File: src/rtl/idu_pkg.sv
// Shared decode definitions for the IDU: opcode map, control-field encodings,
// the decoded control bundle and the FSM state type.
package idu_pkg;

   localparam logic [6:0] OPC_LUI     = 7'b0110111;
   localparam logic [6:0] OPC_AUIPC   = 7'b0010111;
   localparam logic [6:0] OPC_JAL     = 7'b1101111;
   localparam logic [6:0] OPC_JALR    = 7'b1100111;
   localparam logic [6:0] OPC_BRANCH  = 7'b1100011;
   localparam logic [6:0] OPC_LOAD    = 7'b0000011;
   localparam logic [6:0] OPC_STORE   = 7'b0100011;
   localparam logic [6:0] OPC_OPIMM   = 7'b0010011;
   localparam logic [6:0] OPC_OPIMM32 = 7'b0011011;
   localparam logic [6:0] OPC_OP      = 7'b0110011;
   localparam logic [6:0] OPC_OP32    = 7'b0111011;
   localparam logic [6:0] OPC_FENCE   = 7'b0001111;
   localparam logic [6:0] OPC_SYSTEM  = 7'b1110011;

   localparam logic [2:0] EXT_I = 3'b000;
   localparam logic [2:0] EXT_U = 3'b001;
   localparam logic [2:0] EXT_S = 3'b010;
   localparam logic [2:0] EXT_B = 3'b011;
   localparam logic [2:0] EXT_J = 3'b100;

   localparam logic [2:0] BR_NONE = 3'b000;
   localparam logic [2:0] BR_JAL  = 3'b001;
   localparam logic [2:0] BR_JALR = 3'b010;

   localparam logic [2:0] SYS_NONE   = 3'b000;
   localparam logic [2:0] SYS_ECALL  = 3'b001;
   localparam logic [2:0] SYS_EBREAK = 3'b010;
   localparam logic [2:0] SYS_MRET   = 3'b011;

   localparam logic [3:0] ALU_ADD  = 4'd0;
   localparam logic [3:0] ALU_SUB  = 4'd1;
   localparam logic [3:0] ALU_SLL  = 4'd2;
   localparam logic [3:0] ALU_SLT  = 4'd3;
   localparam logic [3:0] ALU_SLTU = 4'd4;
   localparam logic [3:0] ALU_XOR  = 4'd5;
   localparam logic [3:0] ALU_SRL  = 4'd6;
   localparam logic [3:0] ALU_SRA  = 4'd7;
   localparam logic [3:0] ALU_OR   = 4'd8;
   localparam logic [3:0] ALU_AND  = 4'd9;
   localparam logic [3:0] ALU_LUI  = 4'd10;   // pass operand B through

   typedef enum logic [1:0] {
      ST_EMPTY = 2'd0,
      ST_FULL  = 2'd1,
      ST_SKID  = 2'd2
   } idu_state_e;

   // Control bundle; immediate and PC are carried separately because their width is XLEN.
   typedef struct packed {
      logic [4:0] rs1;
      logic [4:0] rs2;
      logic [4:0] rd;
      logic [2:0] ext_op;
      logic       rd_en;
      logic       mem_rd;
      logic       mem_wr;
      logic [2:0] mem_op;
      logic [2:0] branch_op;
      logic [3:0] alu_ctrl;
      logic       alu_a_sel;
      logic [1:0] alu_b_sel;
      logic       mul_en;
      logic [2:0] mul_op;
      logic       csr_en;
      logic [2:0] sys_op;
      logic       illegal;
   } idu_ctrl_t;

   // ALU op from funct3; alt is inst[30], reg_op selects register-register SUB.
   function automatic logic [3:0] alu_decode(input logic [2:0] f3, input logic alt,
                                             input logic reg_op);
      case (f3)
         3'b000:  alu_decode = (alt & reg_op) ? ALU_SUB : ALU_ADD;
         3'b001:  alu_decode = ALU_SLL;
         3'b010:  alu_decode = ALU_SLT;
         3'b011:  alu_decode = ALU_SLTU;
         3'b100:  alu_decode = ALU_XOR;
         3'b101:  alu_decode = alt ? ALU_SRA : ALU_SRL;
         3'b110:  alu_decode = ALU_OR;
         default: alu_decode = ALU_AND;
      endcase
   endfunction

endpackage

File: src/rtl/idu_decode_stage_ctrl.sv
// Combinational instruction decoder: 32-bit instruction word to control bundle
// plus sign-extended immediate.
module idu_ctrl_decode
   import idu_pkg::*;
#(
   parameter int XLEN     = 32,
   parameter int EN_M     = 0,
   parameter int EN_ZICSR = 1
) (
   input  logic [31:0]     i_inst,
   output idu_ctrl_t       o_ctrl,
   output logic [XLEN-1:0] o_imm
);

   logic [6:0] w_opc;
   logic [2:0] w_f3;
   logic       w_want_rd;
   logic       w_ill;

   assign w_opc = i_inst[6:0];
   assign w_f3  = i_inst[14:12];

   // Opcode decode, then illegal masking of side-effecting enables
   always_comb begin
      o_ctrl           = '0;
      o_ctrl.rs1       = i_inst[19:15];
      o_ctrl.rs2       = i_inst[24:20];
      o_ctrl.rd        = i_inst[11:7];
      o_ctrl.alu_ctrl  = ALU_ADD;
      w_want_rd        = 1'b0;
      w_ill            = (i_inst[1:0] != 2'b11);
      case (w_opc)
         OPC_LUI: begin
            o_ctrl.ext_op   = EXT_U;
            o_ctrl.alu_ctrl = ALU_LUI;
            w_want_rd       = 1'b1;
         end
         OPC_AUIPC: begin
            o_ctrl.ext_op    = EXT_U;
            o_ctrl.alu_a_sel = 1'b1;
            w_want_rd        = 1'b1;
         end
         OPC_JAL: begin
            o_ctrl.ext_op    = EXT_J;
            o_ctrl.branch_op = BR_JAL;
            o_ctrl.alu_a_sel = 1'b1;
            o_ctrl.alu_b_sel = 2'b11;
            w_want_rd        = 1'b1;
         end
         OPC_JALR: begin
            o_ctrl.branch_op = BR_JALR;
            o_ctrl.alu_a_sel = 1'b1;
            o_ctrl.alu_b_sel = 2'b11;
            w_want_rd        = 1'b1;
         end
         OPC_BRANCH: begin
            o_ctrl.ext_op    = EXT_B;
            o_ctrl.branch_op = {1'b1, w_f3[2], w_f3[0]};
            o_ctrl.alu_b_sel = 2'b01;
            o_ctrl.alu_ctrl  = ALU_SUB;
         end
         OPC_LOAD: begin
            o_ctrl.mem_rd = 1'b1;
            o_ctrl.mem_op = w_f3;
            w_want_rd     = 1'b1;
         end
         OPC_STORE: begin
            o_ctrl.ext_op = EXT_S;
            o_ctrl.mem_wr = 1'b1;
            o_ctrl.mem_op = w_f3;
         end
         OPC_OPIMM, OPC_OPIMM32: begin
            if (w_opc == OPC_OPIMM32 && XLEN != 64) begin
               w_ill = 1'b1;
            end else begin
               o_ctrl.alu_ctrl = alu_decode(w_f3, i_inst[30], 1'b0);
               w_want_rd       = 1'b1;
            end
         end
         OPC_OP, OPC_OP32: begin
            if (w_opc == OPC_OP32 && XLEN != 64) begin
               w_ill = 1'b1;
            end else begin
               o_ctrl.alu_b_sel = 2'b01;
               if (i_inst[31:25] == 7'b0000001) begin
                  if (EN_M != 0) begin
                     o_ctrl.mul_en = 1'b1;
                     o_ctrl.mul_op = w_f3;
                     w_want_rd     = 1'b1;
                  end else begin
                     w_ill = 1'b1;
                  end
               end else begin
                  o_ctrl.alu_ctrl = alu_decode(w_f3, i_inst[30], 1'b1);
                  w_want_rd       = 1'b1;
               end
            end
         end
         OPC_FENCE: begin
         end
         OPC_SYSTEM: begin
            if (EN_ZICSR == 0) begin
               w_ill = 1'b1;
            end else if (w_f3 == 3'b000) begin
               case (i_inst[31:20])
                  12'h000: o_ctrl.sys_op = SYS_ECALL;
                  12'h001: o_ctrl.sys_op = SYS_EBREAK;
                  12'h302: o_ctrl.sys_op = SYS_MRET;
                  default: o_ctrl.sys_op = SYS_NONE;
               endcase
            end else begin
               o_ctrl.csr_en = 1'b1;
               w_want_rd     = 1'b1;
            end
         end
         default: w_ill = 1'b1;
      endcase
      o_ctrl.illegal = w_ill;
      o_ctrl.rd_en   = w_want_rd & (o_ctrl.rd != 5'd0) & ~w_ill;
      if (w_ill) begin
         o_ctrl.mem_rd = 1'b0;
         o_ctrl.mem_wr = 1'b0;
         o_ctrl.mul_en = 1'b0;
         o_ctrl.csr_en = 1'b0;
      end
   end

   // Immediate assembly; signed size casts replicate inst[31] up to XLEN
   always_comb begin
      case (o_ctrl.ext_op)
         EXT_U:   o_imm = XLEN'($signed({i_inst[31:12], 12'b0}));
         EXT_S:   o_imm = XLEN'($signed({i_inst[31:25], i_inst[11:7]}));
         EXT_B:   o_imm = XLEN'($signed({i_inst[31], i_inst[7], i_inst[30:25],
                                         i_inst[11:8], 1'b0}));
         EXT_J:   o_imm = XLEN'($signed({i_inst[31], i_inst[19:12], i_inst[20],
                                         i_inst[30:21], 1'b0}));
         default: o_imm = XLEN'($signed(i_inst[31:20]));
      endcase
   end

endmodule

File: src/rtl/idu_decode_stage.sv
// Registered decode stage with a main entry and a one-deep skid entry. in_ready
// is registered so there is no combinational path from out_ready.
module idu_decode_stage
   import idu_pkg::*;
#(
   parameter int XLEN     = 32,
   parameter int EN_M     = 0,
   parameter int EN_ZICSR = 1
) (
   input  logic            clk,
   input  logic            rst_n,
   input  logic            flush,
   input  logic            in_valid,
   output logic            in_ready,
   input  logic [31:0]     in_inst,
   input  logic [XLEN-1:0] in_pc,
   output logic            out_valid,
   input  logic            out_ready,
   output logic [XLEN-1:0] out_pc,
   output logic [4:0]      out_rs1,
   output logic [4:0]      out_rs2,
   output logic [4:0]      out_rd,
   output logic [XLEN-1:0] out_imm,
   output logic [2:0]      out_ext_op,
   output logic            out_rd_en,
   output logic            out_mem_rd,
   output logic            out_mem_wr,
   output logic [2:0]      out_mem_op,
   output logic [2:0]      out_branch_op,
   output logic [3:0]      out_alu_ctrl,
   output logic            out_alu_a_sel,
   output logic [1:0]      out_alu_b_sel,
   output logic            out_mul_en,
   output logic [2:0]      out_mul_op,
   output logic            out_csr_en,
   output logic [2:0]      out_sys_op,
   output logic            out_illegal
);

   idu_state_e      r_state;
   idu_state_e      w_state_nxt;
   logic            r_in_ready;
   idu_ctrl_t       w_dec_ctrl;
   logic [XLEN-1:0] w_dec_imm;
   idu_ctrl_t       r_main_ctrl, r_skid_ctrl;
   logic [XLEN-1:0] r_main_imm,  r_skid_imm;
   logic [XLEN-1:0] r_main_pc,   r_skid_pc;
   logic            w_accept;
   logic            w_load_main_in, w_load_main_skid, w_load_skid;

   idu_ctrl_decode #(
      .XLEN     (XLEN),
      .EN_M     (EN_M),
      .EN_ZICSR (EN_ZICSR)
   ) u_dec (
      .i_inst (in_inst),
      .o_ctrl (w_dec_ctrl),
      .o_imm  (w_dec_imm)
   );

   assign w_accept = in_valid & r_in_ready & ~flush;

   // Next-state and entry-load selection; flush empties the stage
   always_comb begin
      w_state_nxt      = r_state;
      w_load_main_in   = 1'b0;
      w_load_main_skid = 1'b0;
      w_load_skid      = 1'b0;
      if (flush) begin
         w_state_nxt = ST_EMPTY;
      end else begin
         case (r_state)
            ST_EMPTY: begin
               if (w_accept) begin
                  w_state_nxt    = ST_FULL;
                  w_load_main_in = 1'b1;
               end
            end
            ST_FULL: begin
               if (w_accept && out_ready) begin
                  w_load_main_in = 1'b1;
               end else if (w_accept) begin
                  w_state_nxt = ST_SKID;
                  w_load_skid = 1'b1;
               end else if (out_ready) begin
                  w_state_nxt = ST_EMPTY;
               end
            end
            ST_SKID: begin
               if (out_ready) begin
                  w_state_nxt      = ST_FULL;
                  w_load_main_skid = 1'b1;
               end
            end
            default: w_state_nxt = ST_EMPTY;
         endcase
      end
   end

   // State register and registered in_ready (low only while both entries are held)
   always_ff @(posedge clk or negedge rst_n) begin
      if (!rst_n) begin
         r_state    <= ST_EMPTY;
         r_in_ready <= 1'b0;
      end else begin
         r_state    <= w_state_nxt;
         r_in_ready <= (w_state_nxt != ST_SKID);
      end
   end

   // Main entry: loaded from the decoder or promoted from the skid entry
   always_ff @(posedge clk or negedge rst_n) begin
      if (!rst_n) begin
         r_main_ctrl <= '0;
         r_main_imm  <= '0;
         r_main_pc   <= '0;
      end else if (w_load_main_in) begin
         r_main_ctrl <= w_dec_ctrl;
         r_main_imm  <= w_dec_imm;
         r_main_pc   <= in_pc;
      end else if (w_load_main_skid) begin
         r_main_ctrl <= r_skid_ctrl;
         r_main_imm  <= r_skid_imm;
         r_main_pc   <= r_skid_pc;
      end
   end

   // Skid entry: catches the instruction accepted while the output is stalled
   always_ff @(posedge clk or negedge rst_n) begin
      if (!rst_n) begin
         r_skid_ctrl <= '0;
         r_skid_imm  <= '0;
         r_skid_pc   <= '0;
      end else if (w_load_skid) begin
         r_skid_ctrl <= w_dec_ctrl;
         r_skid_imm  <= w_dec_imm;
         r_skid_pc   <= in_pc;
      end
   end

   assign in_ready      = r_in_ready;
   assign out_valid     = (r_state != ST_EMPTY);
   assign out_pc        = r_main_pc;
   assign out_imm       = r_main_imm;
   assign out_rs1       = r_main_ctrl.rs1;
   assign out_rs2       = r_main_ctrl.rs2;
   assign out_rd        = r_main_ctrl.rd;
   assign out_ext_op    = r_main_ctrl.ext_op;
   assign out_rd_en     = r_main_ctrl.rd_en;
   assign out_mem_rd    = r_main_ctrl.mem_rd;
   assign out_mem_wr    = r_main_ctrl.mem_wr;
   assign out_mem_op    = r_main_ctrl.mem_op;
   assign out_branch_op = r_main_ctrl.branch_op;
   assign out_alu_ctrl  = r_main_ctrl.alu_ctrl;
   assign out_alu_a_sel = r_main_ctrl.alu_a_sel;
   assign out_alu_b_sel = r_main_ctrl.alu_b_sel;
   assign out_mul_en    = r_main_ctrl.mul_en;
   assign out_mul_op    = r_main_ctrl.mul_op;
   assign out_csr_en    = r_main_ctrl.csr_en;
   assign out_sys_op    = r_main_ctrl.sys_op;
   assign out_illegal   = r_main_ctrl.illegal;

endmodule

File: config.mk
export PLATFORM = sky130hd
export DESIGN_NAME = idu_decode_stage
export DESIGN_NICKNAME = d
export VERILOG_FILES = /design/src/rtl/idu_pkg.sv /design/src/rtl/idu_decode_stage_ctrl.sv /design/src/rtl/idu_decode_stage.sv
export SDC_FILE = /design/constraint.sdc
export NUM_CORES = 1
export LEC_CHECK = 0
export CAP_MARGIN = 0
export CORE_ASPECT_RATIO = 0.9
export CORE_MARGIN = 3
export CORE_UTILIZATION = 48
export DETAILED_ROUTE_END_ITERATION = 7
export GPL_TIMING_DRIVEN = 0
export PLACE_DENSITY = 0.77
export SLEW_MARGIN = 5
export SYNTH_ARGS = -nofsm -noshare
export SYNTH_HDL_FRONTEND = slang
export SYNTH_HIERARCHICAL = 1
export SYNTH_SLANG_ARGS = --single-unit
File: constraint.sdc
create_clock -name clk -period 1.8 [get_ports clk]
set_input_delay 0.36 -clock clk [delete_from_list [all_inputs] [get_ports clk]]
set_output_delay 0.36 -clock clk [all_outputs]
set_load 0.02 [all_outputs]
==> results_dict.tcl <==
set metrics [dict create \
    synth-seq-area-share_pct 53.85 \
    slew_viol_final 0 \
    cts_root_buf "clkbuf_16" \
    wl_met1_um 12550 \
    pin_count 178 \
    max_freq_mhz 515.9 \
    vias 7666 \
    violations "negative setup slack" \
    dr.pass1.iters 5 \
    yosysWarnings 6 \
    grt_pass1_wl_um 42840 \
    num_rows 49 \
    clk_latency_ps 510 \
    dpl_cell_area_sq_um 12280 \
    status "finished, violations left" \
    crit_start "out_ready" \
    hpwl_um 18380 \
    crit_required_ps 2200 \
    cts_max_level 1 \
    p_leak_nw 7.082 \
    grt_use_total_pct 23.64 \
    die_w_um 158.8 \
    overflow 0 \
    wl_per_cell_um 20.02 \
    syn_area_per_cell_sq_um 11.65 \
    seqPwrFrac_pct 41.4 \
    start_util_pct 49.69 \
    worst_slack_ps -138.4 \
    start_kind "input port" \
    grt_max_degree 100 \
    synth_seq_cells 217 \
    p_sw_share_pct 30.15 \
    r2r_start "in_ready" \
    internal_power_w 0.01132 \
    ys.flop_type "dfrtp_1" \
    hold_viol 0 \
    synth_cells 866 \
    critPathKind "input port to flip-flop" \
    fin_crit_sh_pct 107.7 \
    cts_tree "yes" \
    cts_inserted_buffers 24 \
    cts.clk_slew.worst_paths_ps 60 \
    p_sw_w 0.004887 \
    top_layer_used "met5" \
    layout_commonest_cell "dfrtp_1" \
    skew_ps 7.928 \
    synth-edff-count 0 \
    end_kind "flip-flop" \
    io_buffers 173 \
    finalNonFillerCells 1404 \
    n_antenna_cell 0 \
    pwr-share-clk_pct 30.8 \
    vias_per_cell 5.460 \
    totalWireLength_um 28100 \
    yosys.cell_types.count 49 \
    power_density_nw_per_um2 1120 \
    cts.path.max_buffers 3 \
    hold_class "input port to flip-flop" \
    syn_area_sq_um 10080 \
    place_congestion 0.9033 \
    final_cell_mix "dfrtp_1 (215), nor2_1 (116), dlygate4sd2_1 (110), a21oi_1 (100), mux2_2 (88)" \
    nets 1176 \
    rsz0062_at_grt "yes" \
    dieArea_sq_um 22790 \
    timing.final.crit_period_ps 1938 \
    setup_viol 151 \
    antenna_left 0 \
    dp_cells 1325 \
    maxCapViolCount 0 \
    cp.arrival_ps 2330 \
    core_sq_um 20290 \
    holdCritStartpoint "in_valid" \
    drive_above_1_share_pct 29.18 \
    peakVddDrop_uv 631.7 \
    numClockSinks 217 \
    drc_errors 0 \
    seq_area_sq_um 5433 \
    synthToLayoutAreaGrowth_pct 43.54 \
    combPwrFrac_pct 27.8 \
    hold_slack_ps 279.7 \
    grt_pass1_vias 7769 \
    wl_met3_um 1486 \
    slew_headroom_pct 61.38 \
    die_h_um 143.5 \
    multi_input_area_sq_um 4524 \
    final_area_sq_um 14480 \
    async_flop_share_pct 100.0 \
    cp_max_fo 7 \
    drt_iter0_markers 522 \
    fill_cells 1456 \
    met2WireLength_um 13120 \
    worst_pin_slew_ps 577.6 \
    antenna_found_initial 1 \
]
==> kinds of logic after synthesis <==
group           Yosys count  share of synthesized area [%]
compound gates          157                          8.883
xor+xnor                  1                        0.08686
buf+inv                  89                          5.062
flops                   217                          53.85
mux                     215                          23.39
other cells               1                        0.03719
simple gates            186                          8.697
==> registers in the layout, indices dropped and copies added, names as in the netlist, 5 cells and up <==
name,flops
out_rs2,5
r_skid_ctrl,43
out_pc,32
r_skid_pc,32
out_rs1,5
out_rd,5
out_imm,32
r_skid_imm,32
==> cell type report <==
type	instances	area share, %
buffer	81	6.621
clock buffer	38	5.074
clock inverter	5	0.5186
inverter	8	0.2247
multi-input combinational	564	31.26
sequential	217	37.53
tap	280	2.420
timing repair buffer	211	16.35
==> worst paths after layout <==
check                                  end  slack (ps)  cells after the start
max                        r_skid_ctrl[15]        -140                      7
min                             r_state[0]         280                      3
max reg2reg                    out_imm[28]        -130                      7
min reg2reg                 r_skid_ctrl[4]         500                      1
max in group asynchronous       r_state[1]         290                      4
min in group asynchronous   r_skid_imm[23]         320                      2
==> critical path, cell delays in order <==
cell and delay (ps):
clkdlybuf4s50_1 530, nor2b_4 170, or4b_4 520, buf_12 160, buf_16 150, buf_12 140
mux2_4 290
==> routing by layer <==
layer | global-route usage, % | vias to the layer above
met2 | 38.17 | 227
met4 | 7.923 | 2
li1 | - | 3519
met3 | 3.977 | 60
met5 | 0 | -
met1 | 32.98 | 3858
==> power by group through the flow <==
stage | Combinational (W) | Sequential [W] | Clock, W
after floorplan | 0.00181 | 0.00733 | 0
after global placement | 0.00430 | 0.00670 | 0
after detailed placement | 0.00441 | 0.00675 | 0
final | 0.00451 | 0.00670 | 0.00500
after global routing | 0.00485 | 0.00685 | 0.00527
after CTS | 0.00432 | 0.00665 | 0.00508
==> cell usage after synthesis, types with 2 or more instances <==
cell type	count	area share, %
a21o_1	21	1.6
a21oi_1	114	5.7
a22o_1	4	0.35
a31o_2	2	0.17
a31oi_1	3	0.19
and2_1	4	0.25
and3_1	3	0.19
buf_2	26	1.3
buf_4	28	2.1
buf_6	5	0.56
clkbuf_1	21	0.78
dfrtp_1	217	54
inv_1	8	0.30
mux2_2	89	9.9
mux2_4	19	2.8
mux2i_1	107	11
nand2_1	12	0.45
nand3_1	3	0.15
nand3b_1	2	0.15
nand4_1	3	0.19
nand4b_1	3	0.26
nand4bb_1	2	0.22
nor2_1	117	4.4
nor2b_1	9	0.56
nor3_1	7	0.35
nor4_1	7	0.43
o21ai_0	4	0.20
o22ai_1	2	0.12
or2_2	2	0.12
or4_1	2	0.15
or4b_1	2	0.20
==> repair_timing <==
action                                  in CTS  in global routing
pin swaps                                   55                 45
gates resized for setup                    280                 78
hold buffers                                 1                  0
hold endpoints to repair                    42                  0
cloned                                      14                  7
endpoints found under the setup margin     317                216
setup buffers                               12                  5
==> stage by stage <==
stage | TNS [ps] | power, W | utilization (%) | setup WS, ps
floorplan | -226.7 | 0.009135 | - | -10.81
global route | -21280 | 0.01697 | 71.33 | -181.1
detailed placement | -211520 | 0.01116 | 60.50 | -1488
CTS | -13690 | 0.01605 | 69.12 | -117.4
finish | -11920 | 0.01621 | 71.33 | -138.4
global placement | -2119240 | 0.01100 | 60.21 | -9671
(Power assumes the default switching activity.)
